`src/rtl/mac_sched_pkg.sv`:
```
// Shared types and width helpers for the MAC row scheduler and its FPMac datapath.
package mac_sched_pkg;

  typedef enum logic [1:0] {IDLE, FETCH, DRAIN, OUTPUT} sched_state_t;

  localparam int FRAC_BITS = 8;
  localparam logic [15:0] FIX8_8_ALL_ONES = 16'hFFFF;

  function automatic int ROW_W(input int num_rows);
    return (num_rows > 1) ? $clog2(num_rows) : 1;
  endfunction

  function automatic int CHUNK_W(input int num_chunks);
    return $clog2(num_chunks);
  endfunction

  // Wide enough that NUM_CHUNKS saturated partials can never wrap.
  function automatic int ACC_W(input int data_width, input int num_chunks);
    return data_width + $clog2(num_chunks);
  endfunction

endpackage

```
`src/rtl/FPMac.sv`:
```
// Combinational unsigned Fix8_8 dot product: products are summed at full precision,
// rescaled by truncation back to Fix8_8 and clamped to all-ones on overflow.
module FPMac
  import mac_sched_pkg::*;
#(
  parameter int INPUT_DATA_WIDTH  = 16,
  parameter int OUTPUT_DATA_WIDTH = 16,
  parameter int DATA_LENGTH       = 4
) (
  input  logic [INPUT_DATA_WIDTH-1:0]  a [DATA_LENGTH],
  input  logic [INPUT_DATA_WIDTH-1:0]  b [DATA_LENGTH],
  output logic [OUTPUT_DATA_WIDTH-1:0] out
);

  localparam int SUM_W = 2 * INPUT_DATA_WIDTH + $clog2(DATA_LENGTH) + 1;
  localparam logic [SUM_W-1:0] OUT_MAX = SUM_W'({OUTPUT_DATA_WIDTH{1'b1}});

  logic [SUM_W-1:0] sum;
  logic [SUM_W-1:0] scaled;

  always_comb begin
    sum = '0;
    for (int k = 0; k < DATA_LENGTH; k++) begin
      sum = sum + SUM_W'(a[k]) * SUM_W'(b[k]);
    end
    scaled = sum >> FRAC_BITS;
    out = (scaled > OUT_MAX) ? {OUTPUT_DATA_WIDTH{1'b1}} : scaled[OUTPUT_DATA_WIDTH-1:0];
  end

endmodule

```
`src/rtl/mac_row_scheduler.sv`:
```
// Walks one FPMac over NUM_ROWS x NUM_CHUNKS operand chunks, sums the per-chunk
// partials with saturation and hands one Fix8_8 result per row downstream.
module mac_row_scheduler
  import mac_sched_pkg::*;
#(
  parameter int DATA_WIDTH  = 16,
  parameter int DATA_LENGTH = 4,
  parameter int NUM_CHUNKS  = 4,
  parameter int NUM_ROWS    = 8
) (
  input  logic                              clk,
  input  logic                              rst,
  input  logic                              start,
  output logic                              busy,
  output logic                              rd_en,
  output logic [ROW_W(NUM_ROWS)-1:0]        rd_row,
  output logic [CHUNK_W(NUM_CHUNKS)-1:0]    rd_chunk,
  input  logic [DATA_LENGTH*DATA_WIDTH-1:0] a_chunk,
  input  logic [DATA_LENGTH*DATA_WIDTH-1:0] b_chunk,
  output logic                              out_valid,
  input  logic                              out_ready,
  output logic [DATA_WIDTH-1:0]             out_data,
  output logic [ROW_W(NUM_ROWS)-1:0]        out_row,
  output logic                              done
);

  localparam int RW = ROW_W(NUM_ROWS);
  localparam int CW = CHUNK_W(NUM_CHUNKS);
  localparam int AW = ACC_W(DATA_WIDTH, NUM_CHUNKS);
  localparam logic [RW-1:0] LAST_ROW   = RW'(NUM_ROWS - 1);
  localparam logic [CW-1:0] LAST_CHUNK = CW'(NUM_CHUNKS - 1);
  localparam logic [AW-1:0] OUT_MAX    = AW'({DATA_WIDTH{1'b1}});
  localparam logic [DATA_WIDTH-1:0] SAT_ONES =
    (DATA_WIDTH == 16) ? DATA_WIDTH'(FIX8_8_ALL_ONES) : {DATA_WIDTH{1'b1}};

  sched_state_t          state;
  logic [RW-1:0]         row;
  logic [CW-1:0]         chunk;
  logic [AW-1:0]         acc;
  logic [AW-1:0]         acc_next;
  logic                  rd_en_d;
  logic                  first_d;
  logic [DATA_WIDTH-1:0] mac_out;
  logic [DATA_WIDTH-1:0] a_elem [DATA_LENGTH];
  logic [DATA_WIDTH-1:0] b_elem [DATA_LENGTH];

  for (genvar k = 0; k < DATA_LENGTH; k++) begin : g_unpack
    assign a_elem[k] = a_chunk[k*DATA_WIDTH +: DATA_WIDTH];
    assign b_elem[k] = b_chunk[k*DATA_WIDTH +: DATA_WIDTH];
  end

  FPMac #(
    .INPUT_DATA_WIDTH (DATA_WIDTH),
    .OUTPUT_DATA_WIDTH(DATA_WIDTH),
    .DATA_LENGTH      (DATA_LENGTH)
  ) u_mac (
    .a  (a_elem),
    .b  (b_elem),
    .out(mac_out)
  );

  always_comb begin
    acc_next = first_d ? AW'(mac_out) : acc + AW'(mac_out);
  end

  assign busy      = (state != IDLE);
  assign rd_en     = (state == FETCH);
  assign out_valid = (state == OUTPUT);
  assign rd_row    = row;
  assign rd_chunk  = chunk;

  // Read data lags rd_en by one cycle, so the delayed flags mark which cycles carry
  // a real partial; DRAIN is the cycle holding the row's last chunk.
  always_ff @(posedge clk) begin
    if (rst) begin
      state    <= IDLE;
      row      <= '0;
      chunk    <= '0;
      acc      <= '0;
      rd_en_d  <= 1'b0;
      first_d  <= 1'b0;
      out_data <= '0;
      out_row  <= '0;
      done     <= 1'b0;
    end else begin
      done    <= 1'b0;
      rd_en_d <= (state == FETCH);
      first_d <= (state == FETCH) && (chunk == '0);
      if (rd_en_d) acc <= acc_next;
      case (state)
        IDLE: begin
          if (start) begin
            row   <= '0;
            chunk <= '0;
            state <= FETCH;
          end
        end
        FETCH: begin
          if (chunk == LAST_CHUNK) begin
            chunk <= '0;
            state <= DRAIN;
          end else begin
            chunk <= chunk + 1'b1;
          end
        end
        DRAIN: begin
          out_data <= (acc_next > OUT_MAX) ? SAT_ONES : acc_next[DATA_WIDTH-1:0];
          out_row  <= row;
          state    <= OUTPUT;
        end
        OUTPUT: begin
          if (out_ready) begin
            if (row == LAST_ROW) begin
              state <= IDLE;
              done  <= 1'b1;
            end else begin
              row   <= row + 1'b1;
              chunk <= '0;
              state <= FETCH;
            end
          end
        end
        default: state <= IDLE;
      endcase
    end
  end

endmodule
```
`config.mk`:
```
export PLATFORM = sky130hd
export DESIGN_NAME = mac_row_scheduler
export DESIGN_NICKNAME = d
export VERILOG_FILES = /design/src/rtl/mac_sched_pkg.sv /design/src/rtl/FPMac.sv /design/src/rtl/mac_row_scheduler.sv
export SDC_FILE = /design/constraint.sdc
export NUM_CORES = 2
export LEC_CHECK = 0
export CAP_MARGIN = 20
export CORE_MARGIN = 5
export CORE_UTILIZATION = 50
export DETAILED_ROUTE_END_ITERATION = 10
export PLACE_DENSITY = 0.65
export SETUP_SLACK_MARGIN = 0.5
export SLEW_MARGIN = 20
export SYNTH_ARGS = -nofsm -noshare
export SYNTH_HDL_FRONTEND = slang
export SYNTH_SLANG_ARGS = --single-unit
```
`constraint.sdc`:
```
create_clock -name clk -period 20.9 [get_ports clk]
set_clock_uncertainty 0.2 [all_clocks]
set_input_delay 2.09 -clock clk [delete_from_list [all_inputs] [get_ports clk]]
set_output_delay 2.09 -clock clk [all_outputs]
set_load 0.005 [all_outputs]
```
### After elaboration in Yosys (flattened, before gate mapping)

Index checks and enable logic that the tools add are counted.

* flip-flop bits (word level): 47
* output and inout bits: 28
* word-level logic and storage cells: 60

* add/sub/neg operators: 6
* multiply operators: 4
* magnitude comparators: 2
* eq/ne operators: 9
* multiplexer cells: 18
* bitwise operators: 2
* reduce and logical (&&, ||, !) cells: 10

Operator list (number)
* 16-bit by 16-bit multiplier with 32-bit output: 4
* 35-bit by 32-bit adder with 35-bit output: 2
* 32-bit by 32-bit adder with 33-bit output: 1
* 16-bit two-way mux: 2
* 27-bit by 16-bit > comparator with 1-bit output, second input constant: 1
* 18-bit by 16-bit adder with 18-bit output: 1
* 18-bit by 16-bit > comparator with 1-bit output, second input constant: 1
* 18-bit two-way mux: 1
* 2-bit two-way mux: 7
* 3-bit two-way mux: 3
* 2-bit case mux with 4 select lines: 1
* 4-bit AND reduction: 2
* 2-bit equality test, second input constant: 3
* 2-bit case mux with 3 select lines: 1
* 3-bit case mux with 2 select lines: 1
* 2-bit zero test: 2
* 2-bit by 1-bit inequality test with 1-bit output, second input constant: 2
* 2-bit inequality test, second input constant: 2
* 2-bit nonzero test: 2
* 3-bit by 1-bit adder with 3-bit output, second input constant: 1
* 3-bit equality test, second input constant: 1
* 3-bit AND reduction: 1
* 3-bit nonzero test: 1
* 3-bit OR reduction: 1
* other kinds (5): 7

### Depth between registers and ports, before layout

* word-level depth: 10
* depth in mapped cells: 66

### Hierarchy

A second synthesis with hierarchy kept.

* cell total of the unflattened synthesis: 4246
* area, all modules: 38613.3 um^2

Modules (own cells, without submodules)
* FPMac: instances 1, cells an instance 3901, area each 35536.6 um^2, seq. area each 0.0 um^2
* mac_row_scheduler: instances 1, cells an instance 345, area each 3076.7 um^2, seq. area each 940.9 um^2

### Worst setup path after synthesis

Ideal clock, no wire load.

* path type: input-to-reg
* start: in b_chunk[3]
* end: reg out_data[10]
* setup time: 86 ps
* arrival time: 17200 ps
* data required time: 20614 ps
* setup slack: 3414 ps
* stages on the path: 59
* cells stage by stage: clkbuf_1 and2_1 fa_1 inv_1 fa_1 fa_1 fa_1 fa_1 inv_1 fa_1 fa_1 fa_1 ha_1 a21o_1 o31a_1 a21o_1 a21oi_1 o21ai_0 [23 not listed] a2111o_4 clkbuf_1 nor4_1 inv_1 ha_1 inv_1 fa_1 nor2b_1 o31a_1 nor4_1 o41ai_1 a2111o_1 a21o_1 o21ai_0 xnor2_1 clkbuf_1 nor3_1 a211oi_1

* longest elaborated chain between the ends: 10

RTL lines
* start: declaration: line mac_row_scheduler.sv:19 `input logic [DATA_LENGTH*DATA_WIDTH-1:0] b_chunk,`
* 16-bit by 16-bit multiplier with 32-bit output *: line FPMac.sv:24 `sum = sum + SUM_W'(a[k]) * SUM_W'(b[k]);`
* 32-bit by 32-bit adder with 33-bit output *: line FPMac.sv:24
* 35-bit by 32-bit adder with 35-bit output * (2 in series): line FPMac.sv:24
* 27-bit by 16-bit > comparator with 1-bit output: line FPMac.sv:27 `out = (scaled > OUT_MAX) ? {OUTPUT_DATA_WIDTH{1'b1}} : scaled[OUTPUT_DATA_WIDTH-1:0];`
* 16-bit two-way mux *: line FPMac.sv:27
* 18-bit by 16-bit adder with 18-bit output: line mac_row_scheduler.sv:63 `acc_next = first_d ? AW'(mac_out) : acc + AW'(mac_out);`
* 18-bit two-way mux *: line mac_row_scheduler.sv:63
* 18-bit by 16-bit > comparator with 1-bit output: line mac_row_scheduler.sv:107 `out_data <= (acc_next > OUT_MAX) ? SAT_ONES : acc_next[DATA_WIDTH-1:0];`
* 16-bit two-way mux *: line mac_row_scheduler.sv:107
* end signal: assignment: line mac_row_scheduler.sv:107
* end: declaration: line mac_row_scheduler.sv:22 `output logic [DATA_WIDTH-1:0] out_data,`

Mark *: on every way between the ends. The rest lies on a longest branch, timed or not.
A chain may end at the register's enable or synchronous reset.

### Worst setup path in the final report

* start: in a_chunk[5]
* end: reg out_data[1]

* longest elaborated chain between the ends: 10

RTL lines
* start: declaration: line mac_row_scheduler.sv:18 `input logic [DATA_LENGTH*DATA_WIDTH-1:0] a_chunk,`
* 16-bit by 16-bit multiplier with 32-bit output *: line FPMac.sv:24
* 32-bit by 32-bit adder with 33-bit output *: line FPMac.sv:24
* 35-bit by 32-bit adder with 35-bit output * (2 in series): line FPMac.sv:24
* 27-bit by 16-bit > comparator with 1-bit output: line FPMac.sv:27
* 16-bit two-way mux *: line FPMac.sv:27
* 18-bit by 16-bit adder with 18-bit output: line mac_row_scheduler.sv:63
* 18-bit two-way mux *: line mac_row_scheduler.sv:63
* 18-bit by 16-bit > comparator with 1-bit output: line mac_row_scheduler.sv:107
* 16-bit two-way mux *: line mac_row_scheduler.sv:107

Marked as above.

==> flow_metrics.py <==
metrics = {
    "run_status": {
        "status": "finished clean",
    },
    "placed_design": {
        "dpl_cell_area_mm2": 0.0404,
        "routabilityCongestion": 0.898,
        "post-dp-hpwl_mm": 79.6,
        "numPortBuffers": 159,
    },
    "worst_hold_path": {
        "min_to": "out_row[0]$_SDFFE_PP0N_",
        "holdPathStages": 2,
        "hold_path_class": "flip-flop to flip-flop",
        "hp-start": "out_row[0]$_SDFFE_PP0N_",
    },
    "layout": {
        "layout-drive-gt1-share_pct": 1.01,
        "syn_to_final_growth_pct": 6.82,
        "fillers": 7140,
        "layout_commonest_cell": "inv_1",
        "regArea_um2": 941,
        "nets": 5722,
        "final_cell_mix": "inv_1, fa_1, nand2_1",
        "multiInputGateArea_mm2": 0.0324,
        "final_cell_area_mm2": 0.0405,
    },
    "floorplan": {
        "rows": 101,
        "ios": 160,
        "die_area_mm2": 0.0815,
        "initial_utilization_pct": 50.2,
        "die_y_um": 286,
        "die_w_um": 286,
        "coreArea_mm2": 0.0756,
    },
    "sta": {
        "relSlewSlack_pct": 36.5,
        "finalMaxSlewViolations": 0,
        "period_share_pct": 92.1,
        "fmax_ghz": 0.0520,
        "rsz0062_at_grt": "no",
        "period_minus_slack_ns": 19.25,
        "final_hold_viol_count": 0,
        "tightest_slew_ns": 0.946,
        "final-setup-viol-count": 0,
        "timing.hold.ws_ns": 0.302,
        "finalSetupTns_ns": 0,
    },
    "clock_tree": {
        "cts_tree": "yes",
        "path_clk_slew_ns": 0.07,
        "cts_made_buffers": 5,
        "htreeDepth": 2,
        "clk-insertion-delay-late_ns": 0.30,
        "cts_sinks": 47,
        "clock_path_buffers": 2,
        "root_buffer": "clkbuf_16",
    },
    "yosys": {
        "synth-async-reset-ratio_pct": 0,
        "netlist_instances": 4204,
        "synth_flop_cell": "dfxtp_1",
        "avgSynthCellArea_um2": 9.03,
        "synth_warnings": 0,
        "synth_nets": 5686,
        "netlist_area_mm2": 0.0380,
        "synth-edff-count": 0,
        "synth_cell_types": 67,
        "yosysSeqAreaShare_pct": 2.48,
        "ys_seq_elements": 47,
    },
    "critical_path": {
        "timing.reg2reg.worst_path_depth": 13,
        "crit_arrival_ns": 19.17,
        "crit_path_max_incr_delay_ns": 0.78,
        "cp-start-kind": "input pin",
        "worstSetupPathType": "input pin to flip-flop",
        "worst-path-buf-inv": 14,
        "critPathSlowestCell": "clkdlybuf4s50_1",
        "crit_family": "adder cells",
        "regToRegStartpoint": "acc[0]$_SDFFE_PP0P_",
        "timing.rr.end": "out_data[1]$_SDFFE_PP0N_",
        "path_max_fanout": 17,
        "reg2reg_setup_slack_ns": 17.06,
        "cpMostUsedCell": "fa_1",
        "critPathCaptureType": "flip-flop",
        "cp.required_ns": 20.82,
    },
    "detailed_routing": {
        "drt_pass1_iterations": 6,
        "vias": 27400,
        "drt-total-wl_mm": 91.6,
        "drt_iter0_drc": 1500,
        "vias_per_cell": 5.25,
        "drc_errors": 0,
        "final_antenna_net_count": 0,
        "routedWlPerCell_um": 17.5,
    },
    "global_route": {
        "grt_max_degree": 31,
        "antenna_found_initial": 2,
        "first_global_vias": 30000,
        "grt_usage_pct": 23.5,
        "grt_first_pass_wirelength_mm": 156,
        "grt_overflow_total": 0,
    },
    "job": {
        "drv_cap": 0,
    },
}
==> tightest hold or removal path: cells and delay by family, from the launching register on <==
kind             cells  cell delay (ns)
DFF                  1             0.33
muxes                1             0.07
and+or+nand+nor      1             0.07
==> per-layer routing <==
metal | track usage, % | share of wire, %
met5 | 0 | 0
met3 | 2.09 | 4.8
met4 | 4.13 | 1.9
met1 | 31.7 | 42
met2 | 42.1 | 51
==> synthesized netlist by cell type, types with 28 or more instances <==
| cell type | instances | area share (%) |
|---|---|---|
| a21oi_1 | 56 | 0.74 |
| and2_1 | 443 | 7.3 |
| clkbuf_1 | 150 | 1.5 |
| dfxtp_1 | 47 | 2.5 |
| fa_1 | 929 | 49 |
| ha_1 | 421 | 14 |
| inv_1 | 1070 | 11 |
| nand2_1 | 613 | 6.1 |
| nand2b_1 | 28 | 0.46 |
| nor2_1 | 56 | 0.55 |
| o21ai_0 | 72 | 0.95 |
| xnor2_1 | 46 | 1.1 |
==> kinds of logic (layout without fill, tap and decap cells) <==
kind of cell / after synthesis / count (layout) / synth area share [%]
flip-flops: 47 / 47 / 2.48
multiplexers: 6 / 6 / 0.158
adder cells (fa/ha/maj): 1350 / 1350 / 62.9
XOR/XNOR: 64 / 64 / 1.48
AO/OA/AOI/OAI: 268 / 268 / 4.70
AND/OR/NAND/NOR: 1246 / 1246 / 16.2
buffers and inverters: 1223 / 1260 / 12.1
other: 0 / 2 / 0
==> stage by stage <==
stage               worst slack [ns]  util [%]  instances
floorplan                       3.41         -       4204
global placement                1.29      53.4       5211
detailed placement              1.06      53.4       5211
CTS                             1.33      53.6       5219
global route                   0.644      53.6       5221
finish                          1.65      53.6       5221
==> state kept, by name, summed over array words and instances (netlist names) <==
register and cells:
rd_chunk 2, acc 18, rd_en_d 1, rd_row 3, done 1, state 2, first_d 1, out_data 16
out_row 3
==> worst max path at each step <==
stage / end / slack (ns) / start / cells after the start
2_1_floorplan: out_data[10]$_SDFFE_PP0N_ / 3.41 / b_chunk[3] / 59
3_3_place_gp: out_data[0]$_SDFFE_PP0N_ / 1.29 / a_chunk[5] / 62
3_5_place_dp: out_data[1]$_SDFFE_PP0N_ / 1.06 / a_chunk[4] / 62
4_1_cts: out_data[1]$_SDFFE_PP0N_ / 1.33 / a_chunk[4] / 62
5_1_grt: out_data[1]$_SDFFE_PP0N_ / 0.64 / a_chunk[4] / 62
6_report: out_data[1]$_SDFFE_PP0N_ / 1.65 / a_chunk[5] / 60
==> area by class of cell <==
cell class / count / area share (%)
clock inverters: 2 / 0.0401
clock buffers: 6 / 0.343
flip-flops and latches: 47 / 2.32
repair buffers: 182 / 4.35
multi-input cells: 2934 / 80.0
diodes: 2 / 0.0123
inverters: 1070 / 9.91
well taps: 978 / 3.02
==> what timing repair did <==
action                                  in CTS  in global routing
hold buffers                                 0                  0
resized for setup                            0                  3
endpoints found under the setup margin       0                 16
setup buffers                                0                  0
Power is left out: the tool's default activity adds up to more than one toggle a clock period on the data nets, which glitch-free logic cannot reach.
